==> config.mk <==
export PLATFORM = sky130hd
export DESIGN_NAME = fetch_seq
export DESIGN_NICKNAME = d
export VERILOG_FILES = /design/src/rtl/fetch_seq.sv
export SDC_FILE = /design/constraint.sdc
export NUM_CORES = 1
export LEC_CHECK = 0
export ABC_AREA = 1
export CORE_ASPECT_RATIO = 0.9
export CORE_UTILIZATION = 60
export DETAILED_ROUTE_END_ITERATION = 16
export DONT_BUFFER_PORTS = 1
export PLACE_DENSITY = 0.88
export SETUP_SLACK_MARGIN = 0.02
export SLEW_MARGIN = 20
export SYNTH_ARGS = -nofsm -noshare
export SYNTH_HDL_FRONTEND = slang
export SYNTH_SLANG_ARGS = --single-unit
==> constraint.sdc <==
create_clock -name clk -period 3.4 [get_ports clk]
set_input_delay 0.51 -clock clk [delete_from_list [all_inputs] [get_ports clk]]
set_output_delay 0.51 -clock clk [all_outputs]
set_load 0.1 [all_outputs]
==> src/rtl/fetch_seq.sv <==
// Fetch sequencer: owns the PC, issues single-outstanding imem requests, hands words to decode.
// Optional FETCH_STATS_EN adds saturating fetch/redirect event counters.
module fetch_seq #(
    parameter int unsigned     XLEN      = 32,
    parameter logic [XLEN-1:0] RESET_VEC = 32'h0000_0000,
    parameter logic [XLEN-1:0] TRAP_VEC  = 32'h0000_0100
) (
    input  logic            clk,
    input  logic            rst,
    output logic            imem_req_valid,
    input  logic            imem_req_ready,
    output logic [XLEN-1:0] imem_addr,
    input  logic            imem_rsp_valid,
    input  logic [31:0]     imem_rsp_data,
    output logic            inst_valid,
    input  logic            inst_ready,
    output logic [31:0]     inst,
    output logic [XLEN-1:0] inst_pc,
    input  logic            redirect_valid,
    input  logic [XLEN-1:0] redirect_target,
    output logic            flush,
    output logic            misalign_trap
`ifdef FETCH_STATS_EN
    ,
    output logic [31:0]     stat_fetch_cnt,
    output logic [31:0]     stat_redirect_cnt
`endif
);

    typedef enum logic [2:0] {S_IDLE, S_REQ, S_WAIT, S_HOLD, S_DRAIN} state_t;

    state_t          state, state_nxt;
    logic [XLEN-1:0] pc, pc_nxt;
    logic [XLEN-1:0] redirect_pc;
    logic            redirect_hit, redirect_mis;
    logic            inst_valid_nxt, flush_nxt, trap_nxt, capture;

    assign redirect_hit   = redirect_valid && (state != S_IDLE);
    assign redirect_mis   = redirect_target[1:0] != 2'b00;
    assign redirect_pc    = redirect_mis ? TRAP_VEC : redirect_target;
    assign imem_req_valid = (state == S_REQ);
    assign imem_addr      = pc;

    always_ff @(posedge clk) begin
        if (rst) state <= S_IDLE;
        else     state <= state_nxt;
    end

    // A redirect overrides every state's own pc/inst_valid update; only the
    // state transition still depends on where the in-flight request stands.
    always_comb begin
        state_nxt      = state;
        pc_nxt         = pc;
        inst_valid_nxt = inst_valid;
        capture        = 1'b0;
        flush_nxt      = redirect_hit;
        trap_nxt       = redirect_hit && redirect_mis;
        if (redirect_hit) begin
            pc_nxt         = redirect_pc;
            inst_valid_nxt = 1'b0;
        end
        case (state)
            S_IDLE:  state_nxt = S_REQ;
            S_REQ: begin
                if (imem_req_ready) state_nxt = redirect_hit ? S_DRAIN : S_WAIT;
            end
            S_WAIT: begin
                if (redirect_hit) begin
                    state_nxt = imem_rsp_valid ? S_REQ : S_DRAIN;
                end else if (imem_rsp_valid) begin
                    capture        = 1'b1;
                    inst_valid_nxt = 1'b1;
                    pc_nxt         = pc + XLEN'(4);
                    state_nxt      = S_HOLD;
                end
            end
            S_HOLD: begin
                if (redirect_hit || inst_ready) begin
                    inst_valid_nxt = 1'b0;
                    state_nxt      = S_REQ;
                end
            end
            S_DRAIN: begin
                if (imem_rsp_valid) state_nxt = S_REQ;
            end
            default: state_nxt = S_IDLE;
        endcase
    end

    always_ff @(posedge clk) begin
        if (rst) begin
            pc            <= RESET_VEC;
            inst_valid    <= 1'b0;
            inst          <= '0;
            inst_pc       <= '0;
            flush         <= 1'b0;
            misalign_trap <= 1'b0;
        end else begin
            pc            <= pc_nxt;
            inst_valid    <= inst_valid_nxt;
            flush         <= flush_nxt;
            misalign_trap <= trap_nxt;
            if (capture) begin
                inst    <= imem_rsp_data;
                inst_pc <= pc;
            end
        end
    end

`ifdef FETCH_STATS_EN
    always_ff @(posedge clk) begin
        if (rst) begin
            stat_fetch_cnt    <= '0;
            stat_redirect_cnt <= '0;
        end else begin
            if (inst_valid && inst_ready && stat_fetch_cnt != '1)
                stat_fetch_cnt <= stat_fetch_cnt + 32'd1;
            if (redirect_valid && stat_redirect_cnt != '1)
                stat_redirect_cnt <= stat_redirect_cnt + 32'd1;
        end
    end
`else
    // Default build carries no statistics state.
`endif

endmodule

**After elaboration in Yosys (flattened, before gate mapping)**

Cells that the tools add are included.

- Add/sub/neg operators: 1
- Eq/ne operators: 8
- Multiplexer cells: 21
- Reduce and logical (&&, ||, !) cells: 7

Operator list:

| operator | count |
|---|---|
| 32-bit 2-to-1 mux | 5 |
| 32-bit by 3-bit adder with 32-bit output, second input constant | 1 |
| 3-bit 2-to-1 mux | 7 |
| 3-bit one-hot mux with 5 select lines | 1 |
| 1-bit 2-to-1 mux | 7 |
| 3-bit by 2-bit == test with 1-bit output, second input constant | 2 |
| 2-bit != test, second input constant | 2 |
| 4-bit AND reduction | 1 |
| 3-bit by 1-bit == test with 1-bit output, second input constant | 1 |
| 3-bit == test, second input constant | 1 |
| 3-bit zero test | 1 |
| 3-bit != test, second input constant | 1 |
| 3-bit nonzero test | 1 |
| 1-bit logical AND | 2 |
| 2-bit by 1-bit != test with 1-bit output, second input constant | 1 |
| 1-bit one-hot mux with 2 select lines | 1 |
| 2-bit nonzero test | 1 |
| 1-bit logical OR | 1 |

- Flip-flop bits (word level): 102
- Input bits: 70
- Output and inout bits: 100
- Logic and storage cells: 44

**Longest topological paths before layout**

Gate-level depths: netlist (run 1).

- Depth in word-level cells: 6
- Depth in mapped cells: 10
- Gate-level depth less buffers: 10

**Least setup slack after synthesis (run 1)**

Ideal clock, no wire load.

- Path kind: register to register
- From: reg pc[3] (netlist: imem_addr[3])
- To: reg pc[28] (netlist: imem_addr[28])
- Library setup time: 0.114 ns
- Data arrival time: 2.145 ns
- Required time: 3.286 ns
- Path slack: 1.141 ns
- Cell stages (with the launch flop): 9
- Buffers on the path: 0
- Period minus slack after synthesis: 2.259 ns
- Path through: dfxtp_1 -> ha_1 -> nand3_1 -> nor3_1 -> nand2_2 -> nor2_4 -> nand3_1 -> nand3_1 -> nand2_1

- Word-level cells in the longest chain between the ends: 4

Ends and longest elaborated chain:

| item | RTL line | source |
|---|---|---|
| start: declaration | 33 | `logic [XLEN-1:0] pc, pc_nxt;` |
| start signal: assignment | 99 | `pc <= pc_nxt;` |
| 32-bit by 3-bit adder with 32-bit output | 73 | `pc_nxt = pc + XLEN'(4);` |
| 32-bit 2-to-1 mux | 70 | `end else if (imem_rsp_valid) begin` |
| 32-bit 2-to-1 mux | 68 | `if (redirect_hit) begin` |
| 32-bit 2-to-1 mux | 62 | `case (state)` |

Every way passes these cells.
A chain may end at the register's enable or synchronous reset.

**Final worst setup path (run 1)**

- From: reg state[0]
- To: out imem_req_valid

- Word-level cells in the longest chain between the ends: 1

Ends and longest elaborated chain:

| item | RTL line | source |
|---|---|---|
| start: declaration | 32 | `state_t state, state_nxt;` |
| start signal: assignment | 46 | `else state <= state_nxt;` |
| 3-bit by 1-bit == test with 1-bit output | 41 | `assign imem_req_valid = (state == S_REQ);` |
| end: declaration | 10 | `output logic imem_req_valid,` |

Every way passes these cells.

==> results.ini, run 1 <==
[outcome]
status = finished, final reports clean

[worst_hold_path]
hold-path-endpoint = state[2]
hp-class = in2reg
min-delay-start = rst
whs_path_depth = 1

[power_and_ir_drop]
power_frac_seq = 0.573
switching_share = 0.494
pwr-share-clk = 0.226
p_comb_frac = 0.201
p_sw_uw = 1720
cellPowerDensity_nw_per_um2 = 714
leakage_uw = 0.00220
intPower_uw = 1760
ir_drop_v = 0.000536

[timing]
min_period_ns = 2.20
report.final.slew_viol_count = 0
worstMarginPinSlew_ns = 1.05
finalSetupViolations = 0
timing.fmax_mhz = 454
relSlewSlack = 0.296
layout_setup_ws_ns = 1.20
finClkSkew_ns = 0.0130
rsz0062_at_grt = false
finalHoldViolCount = 0
period_share = 0.648
final.setup.tns_ns = 0

[route]
final_antenna_net_count = 0
wl_met2_mm = 5.73
via_per_inst = 5.71
via_count = 4343
drt_iter0_markers = 302
top_layer_used = met4
wl_met1_mm = 4.96
wl_mm = 12.3
met3_length_mm = 1.39
dr.pass1.iters = 5
drc = 0
wire_per_inst_um = 16.2

[grt]
grt_max_degree = 70
grt_pass1_vias = 3990
antenna_found_initial = 0
grt_use_total = 0.318
grt-ovfl-total = 0
grt_pass1_wl_mm = 19.4

[synth]
synth_adder_area_share = 0.00282
synth_top_family_by_area = simple AND/OR/NAND/NOR gates
avgSynthCellArea_um2 = 6.88
synthMuxAreaShare = 0
netlist_area_um2 = 4440
synth-compound-area-share = 0.152
yosys.cell_types.count = 31
synth_xor_area_frac = 0.00197
syn_inst = 646
synthSimpleGateAreaFrac = 0.299
syn-num-nets = 717
async_flop_share = 0
seq_area_frac_synth = 0.460
ys.warnings.count = 0
synthFlopType = dfxtp_1
synth_edf_count = 0
ys_ff_latch = 102

[placed_design]
routabilityCongestion = 0.908
port_buffers = 0
dp_cells = 744
post-place-ws_ns = 1.28
dp_hpwl_mm = 9.02
dpl_cell_area_um2 = 4650

[die]
rows = 29
die_area_um2 = 7750
chipWidth_um = 92.7
num_io_pins = 170
initial_core_util = 0.625
coreArea_um2 = 7110
die-height_um = 83.6

[finish]
final_layout_size_suffix_gt1_frac = 0.0885
fin_util = 0.684
layoutNonFillerInstCount = 760
final_area_um2 = 4860
nets = 733
diodes = 0
syn_to_final_growth_pct = 9.49

[setup_path]
end_kind = output port
r2r-start = state[0]
cp-start-kind = flip-flop
crit_fanout = 4
path_class = reg2out
worstPathRequired_ns = 2.89
ff2ff_setup_slack_ns = 1.24
crit_arrival_ns = 1.69
r2r_end = imem_addr[29]
reg2regPathDepth = 8

[clock_tree]
htree_levels = 3
clock_sinks = 102
cts_tree = done
root_buffer = clkbuf_8
clk_latency_ns = 0.38
cts_buffer_depth = 2
cts_setup_buffers = 0
ctsHoldBuffers = 0
clkSlewWorstSetupHoldPaths_ns = 0.11
cts_resized = 0
numCtsBuffers = 9

[run]
max-cap-violations = 0

[kinds of logic (layout without fill, tap and decap cells)]
group | after synthesis | count (layout)
compound gates | 133 | 133
simple gates | 321 | 321
xor+xnor | 1 | 1
fa+ha+maj | 1 | 1
flops | 102 | 102
buf+inv | 88 | 109
[worst max-delay path: stages (launching register included)]
cell and delay (ns):
dfxtp_1 0.41, inv_1 0.09, nor2_1 0.09, nand2_1 0.11, inv_1 0.62
[flip-flops by register name (all words and copies together), names as in the netlist]
signal	count
flush	1
inst	32
inst_pc	32
inst_valid	1
state	3
imem_addr	32
misalign_trap	1
[power groups by stage]
stage / Combinational [µW] / Sequential, µW / Clock (µW)
global route: 750 / 2000 / 848
detailed placement: 691 / 2010 / 0
floorplan: 347 / 2210 / 0
finish: 698 / 1990 / 785
CTS: 692 / 1990 / 803
global placement: 681 / 2010 / 0
[layout make-up]
type | count | area (µm²)
fill | 647 | 2250
tap | 93 | 116
clock buffer | 9 | 124
sequential | 102 | 2040
clock inverter | 7 | 88.8
timing repair buffer | 32 | 240
inverter | 61 | 229
multi-input combinational | 456 | 2020
[cells in the mapped netlist, drive strengths merged (2+ instances only)]
master / instances / area (µm²)
a21oi: 40 / 200
clkbuf: 8 / 30.0
dfxtp: 102 / 2040
o21ai: 87 / 435
inv: 61 / 229
buf: 19 / 118
nor3: 7 / 35.0
nor2: 124 / 490
a31oi: 2 / 12.5
nand2: 137 / 527
nand3: 48 / 240
[metal layers]
layer / GRT usage / vias to the layer above
li1: - / 2103
met1: 0.411 / 1991
met2: 0.508 / 229
met3: 0.104 / 20
met4: 0.0923 / 0
met5: 0 / -
[layout by cell type (no fill, tap or decap), types with 2 or more instances in the layout]
cell type | synthesis | final
o21ai_1 | 21 | 21
nor2_1 | 120 | 120
inv_2 | 3 | 3
inv_1 | 58 | 58
nand3_1 | 48 | 48
nand2_1 | 134 | 134
inv_8 | 0 | 2
buf_4 | 5 | 32
o21ai_0 | 66 | 66
a31oi_1 | 2 | 2
dfxtp_1 | 102 | 102
clkinv_8 | 0 | 3
nor2_4 | 3 | 3
clkbuf_8 | 0 | 9
nor3_1 | 7 | 7
nand2_2 | 2 | 2
a21oi_1 | 40 | 40
[stage by stage]
stage	hold slack, ns	power, µW
after global routing	0.162	3600
after floorplan	0.510	2560
final	0.182	3470
after global placement	0.486	2690
after detailed placement	0.491	2710
after CTS	0.171	3480
[how the worst max path moves through the flow]
stage / from / to / cells past startpoint
5_1_grt: state[2] / imem_addr[29] / 8
3_5_place_dp: imem_rsp_valid / imem_addr[29] / 7
4_1_cts: state[0] / imem_req_valid / 4
6_report: state[0] / imem_req_valid / 4
3_3_place_gp: imem_rsp_valid / imem_addr[29] / 7
2_1_floorplan: imem_addr[3] / imem_addr[28] / 8
No activity file was read; power rests on OpenSTA's default activity.
==> inputs of run 2 (changes only) <==
--- a/config.mk
+++ b/config.mk
@@ -7,10 +7,10 @@
 export LEC_CHECK = 0
 export ABC_AREA = 1
 export CORE_ASPECT_RATIO = 0.9
-export CORE_UTILIZATION = 60
+export CORE_UTILIZATION = 57
 export DETAILED_ROUTE_END_ITERATION = 16
 export DONT_BUFFER_PORTS = 1
-export PLACE_DENSITY = 0.88
+export PLACE_DENSITY = 0.87
 export SETUP_SLACK_MARGIN = 0.02
 export SLEW_MARGIN = 20
 export SYNTH_ARGS = -nofsm -noshare
==> constraint.sdc (replaced) <==
create_clock -name clk -period 2 [get_ports clk]
set_input_delay 0.3 -clock clk [delete_from_list [all_inputs] [get_ports clk]]
set_output_delay 0.3 -clock clk [all_outputs]
set_load 0.1 [all_outputs]
==> results.ini, run 2 (synthesis gave the netlist of run 1 again) <==
[clock_tree]
numCtsBuffers = 9
cts_buffer_depth = 2
clk_latency_ns = 0.37
clkSlewWorstSetupHoldPaths_ns = 0.11
htree_levels = 3
ctsHoldBuffers = 1
cts_setup_buffers = 0
clock_sinks = 102
cts_resized = 0
root_buffer = clkbuf_8
cts_tree = done

[route]
drt_iter0_markers = 338
drc = 0
dr.pass1.iters = 5
via_per_inst = 5.55
wire_per_inst_um = 15.3
wl_mm = 12.8
via_count = 4659
final_antenna_net_count = 0

[grt]
grt-ovfl-total = 0
grt_pass1_vias = 4419
grt_pass1_wl_mm = 19.9
grt_use_total = 0.315
antenna_found_initial = 0
grt_max_degree = 69

[timing]
relSlewSlack = 0.593
min_period_ns = 1.79
finalSetupViolations = 0
layout_setup_ws_ns = 0.214
period_share = 0.893
finClkSkew_ns = 0.0128
report.final.slew_viol_count = 0
finalHoldViolCount = 0
rsz0062_at_grt = false
final.setup.tns_ns = 0
timing.fmax_mhz = 560
worstMarginPinSlew_ns = 0.609

[finish]
nets = 809
diodes = 0
layoutNonFillerInstCount = 839
layout_commonest_cell = nand2_1
fill_cells = 590
seq_area_um2 = 2060
multi_input_area_um2 = 2020
fin_util = 0.724
layout_common_cells = nand2_1, nor2_1, buf_4
final_area_um2 = 5460
final_layout_size_suffix_gt1_frac = 0.199
syn_to_final_growth_pct = 22.9

[setup_path]
ff2ff_setup_slack_ns = 0.21
crit_arrival_ns = 2.06
end_kind = flip-flop
worstPathRequired_ns = 2.27
cp-start-kind = flip-flop
crit_fanout = 11
path_class = reg2reg

[outcome]
status = finished, final reports clean

[worst_hold_path]
hp-class = in2reg

[power_and_ir_drop]
ir_drop_v = 0.000818
cellPowerDensity_nw_per_um2 = 1130
leakage_uw = 0.00261

[placed_design]
routabilityCongestion = 0.986
dp_cells = 822
dpl_cell_area_um2 = 5250
dp_hpwl_mm = 9.58
port_buffers = 0
post-place-ws_ns = 0.307

[die]
num_io_pins = 170
initial_core_util = 0.589
chipWidth_um = 95.1
die_area_um2 = 8150
die-height_um = 85.8
coreArea_um2 = 7540
rows = 30

[run]
max-cap-violations = 0

==> run 2: changes by cell type in the layout (fill, tap and decap cells not counted), sizes merged <==
cell         delta
buf            +75
clkinv          -1
dlygate4sd3     +1
bufinv          +1
==> run 2: per-layer routing <==
layer | global-route usage | share of wire
met5 | 0 | 0
met4 | 0.125 | 0.026
met3 | 0.100 | 0.11
met2 | 0.532 | 0.48
met1 | 0.369 | 0.39
==> run 2: worst paths after layout <==
path                            cells past startpoint                 from             to
worst max-delay path                                8             state[1]  imem_addr[29]
worst min-delay path                                2  redirect_target[22]  imem_addr[22]
worst min register to register                      2        imem_addr[29]    inst_pc[29]
worst max register to register                      8             state[1]  imem_addr[29]
==> run 2: power breakdown <==
| part | switching, µW | internal, µW |
|---|---|---|
| combinational | 2000 | 446 |
| clock | 754 | 597 |
| sequential | 140 | 2240 |
==> run 2: per-stage QoR <==
step,power (µW),hold WS [ns]
finish,6180,0.0319
detailed placement,4850,0.370
global placement,4790,0.368
CTS,6160,0.0288
global route,6380,0.0198
floorplan,4360,0.410
==> run 2: cell type report <==
| class | instances | area share |
|---|---|---|
| tap | 96 | 0.0220 |
| timing repair buffer | 108 | 0.151 |
| sequential | 102 | 0.377 |
| multi-input combinational | 456 | 0.371 |
| inverter | 61 | 0.0419 |
| clock inverter | 7 | 0.0142 |
| clock buffer | 9 | 0.0227 |
==> run 2: worst max-delay path, cell delays in order, from the launching register on <==
cell and delay, ns:
dfxtp_1 0.45, nand3_1 0.17, nor2_1 0.12, buf_4 0.19, nand2_1 0.12, nor2_1 0.34, nand3_1 0.14, nand3_1 0.11
nand2_1 0.05
==> inputs of run 3 (changes only) <==
--- a/config.mk
+++ b/config.mk
@@ -7,12 +7,13 @@
 export LEC_CHECK = 0
 export ABC_AREA = 1
 export CORE_ASPECT_RATIO = 0.9
-export CORE_UTILIZATION = 57
+export CORE_UTILIZATION = 60
 export DETAILED_ROUTE_END_ITERATION = 16
 export DONT_BUFFER_PORTS = 1
-export PLACE_DENSITY = 0.87
+export PLACE_DENSITY = 0.88
 export SETUP_SLACK_MARGIN = 0.02
 export SLEW_MARGIN = 20
 export SYNTH_ARGS = -nofsm -noshare
 export SYNTH_HDL_FRONTEND = slang
 export SYNTH_SLANG_ARGS = --single-unit
+export TNS_END_PERCENT = 30
==> constraint.sdc (replaced) <==
create_clock -name clk -period 2.14 [get_ports clk]
set_input_delay 0.321 -clock clk [delete_from_list [all_inputs] [get_ports clk]]
set_output_delay 0.321 -clock clk [all_outputs]
set_load 0.1 [all_outputs]
==> results.ini, run 3 (synthesis gave the netlist of run 1 again) <==
[route]
wire_per_inst_um = 15.6
drt_iter0_markers = 538
via_count = 4776
wl_mm = 13.1
drc = 0
final_antenna_net_count = 0
dr.pass1.iters = 6
via_per_inst = 5.71

[finish]
nets = 810
seq_area_um2 = 2040
fill_cells = 547
layoutNonFillerInstCount = 837
layout_commonest_cell = nand2_1
diodes = 0
syn_to_final_growth_pct = 22.6
layout_common_cells = nand2_1, nor2_1, buf_4
multi_input_area_um2 = 2020
final_layout_size_suffix_gt1_frac = 0.183

[setup_path]
ff2ff_setup_slack_ns = 0.23
critical-path-top-delay-family = simple AND/OR/NAND/NOR gates
end_kind = flip-flop
slowest_stage = nor2_1
crit_top_cell = nand3_1
path_buf_inv = 1
worstPathRequired_ns = 2.43
crit_arrival_ns = 2.20
cp-start-kind = flip-flop
crit_fanout = 6
crit_chain = inv_1 -> nand3_1 -> nor2_1 -> nand2_1 -> nor2_1 -> nand3_1 -> nand3_1 -> nand2_1
max_stage_delay_ns = 0.40
path_class = reg2reg

[die]
rows = 29
chipWidth_um = 92.7
num_io_pins = 170
die_area_um2 = 7750
die-height_um = 83.6
initial_core_util = 0.625
coreArea_um2 = 7110

[clock_tree]
htree_levels = 3
root_buffer = clkbuf_8
cts_buffer_depth = 2
cts_tree = done
cts_setup_buffers = 0
ctsHoldBuffers = 2
clk_latency_ns = 0.38
clock_sinks = 102
numCtsBuffers = 9
cts_resized = 0
clkSlewWorstSetupHoldPaths_ns = 0.10

[grt]
antenna_found_initial = 0
grt_pass1_vias = 4514
grt_use_total = 0.346
grt-ovfl-total = 0
grt_pass1_wl_mm = 21.1
grt_max_degree = 67

[power_and_ir_drop]
p_sw_uw = 2760
leakage_uw = 0.00261
cellPowerDensity_nw_per_um2 = 1050
pwr-share-clk = 0.212
ir_drop_v = 0.000785
switching_share = 0.481
intPower_uw = 2970
p_comb_frac = 0.401
p_total_uw = 5730
power_frac_seq = 0.387

[placed_design]
dp_cells = 819
dp_hpwl_mm = 9.59
routabilityCongestion = 1.03
port_buffers = 0

[timing]
finClkSkew_ns = 0.00856
worstMarginPinSlew_ns = 0.639
min_period_ns = 1.91
finalSetupViolations = 0
finalHoldViolCount = 0
report.final.slew_viol_count = 0
period_share = 0.894
timing.fmax_mhz = 523
rsz0062_at_grt = false
final.setup.tns_ns = 0
relSlewSlack = 0.573

[outcome]
status = finished, final reports clean

[run]
max-cap-violations = 0

[worst_hold_path]
hp-class = in2reg

-- run 3: changes by cell type in the layout (fill, tap and decap cells not counted), sizes merged --
| cell | change |
|---|---|
| clkinv | -1 |
| inv | +2 |
| dlygate4sd3 | +1 |
| bufinv | -1 |
-- run 3: area by class of cell --
| type | count | share of cell area |
|---|---|---|
| clock buffers | 9 | 0.0227 |
| multi-input cells | 456 | 0.372 |
| flip-flops and latches | 102 | 0.375 |
| repair buffers | 109 | 0.153 |
| clock inverters | 7 | 0.0136 |
| well taps | 93 | 0.0214 |
| inverters | 61 | 0.0420 |
-- run 3: through the flow --
stage	setup slack, ns	cell area, µm²	util	hold slack (ns)
6_report	0.227	5450	0.766	0.0490
5_1_grt	0.0378	5450	0.766	0.0486
4_1_cts	0.303	5450	0.766	0.0457
3_5_place_dp	0.321	5230	0.735	0.393
3_3_place_gp	0.477	5230	0.735	0.391
2_1_floorplan	0.0634	4450	-	0.431
-- run 3: metal layers --
layer,vias to the layer above,global-route usage,wire [µm]
li1,2256,-,-
met5,-,0,0
met2,322,0.569,6120
met3,58,0.0993,1470
met4,0,0.164,541
met1,2140,0.416,4970
-- run 3: worst paths after layout --
path	endpoint	from	cells after the start
worst max-delay path	imem_addr[21]	state[0]	8
worst min-delay path	imem_addr[5]	redirect_target[5]	2
worst max register to register	imem_addr[21]	state[0]	8
worst min register to register	inst_pc[6]	inst_pc[6]	2
-- run 3: power groups by stage --
stage	clock network, µW	registers, µW	logic (µW)
finish	1220	2220	2300
global route	1290	2240	2380
CTS	1230	2220	2280
detailed placement	0	2260	2270
global placement	0	2240	2230
floorplan	0	3520	551
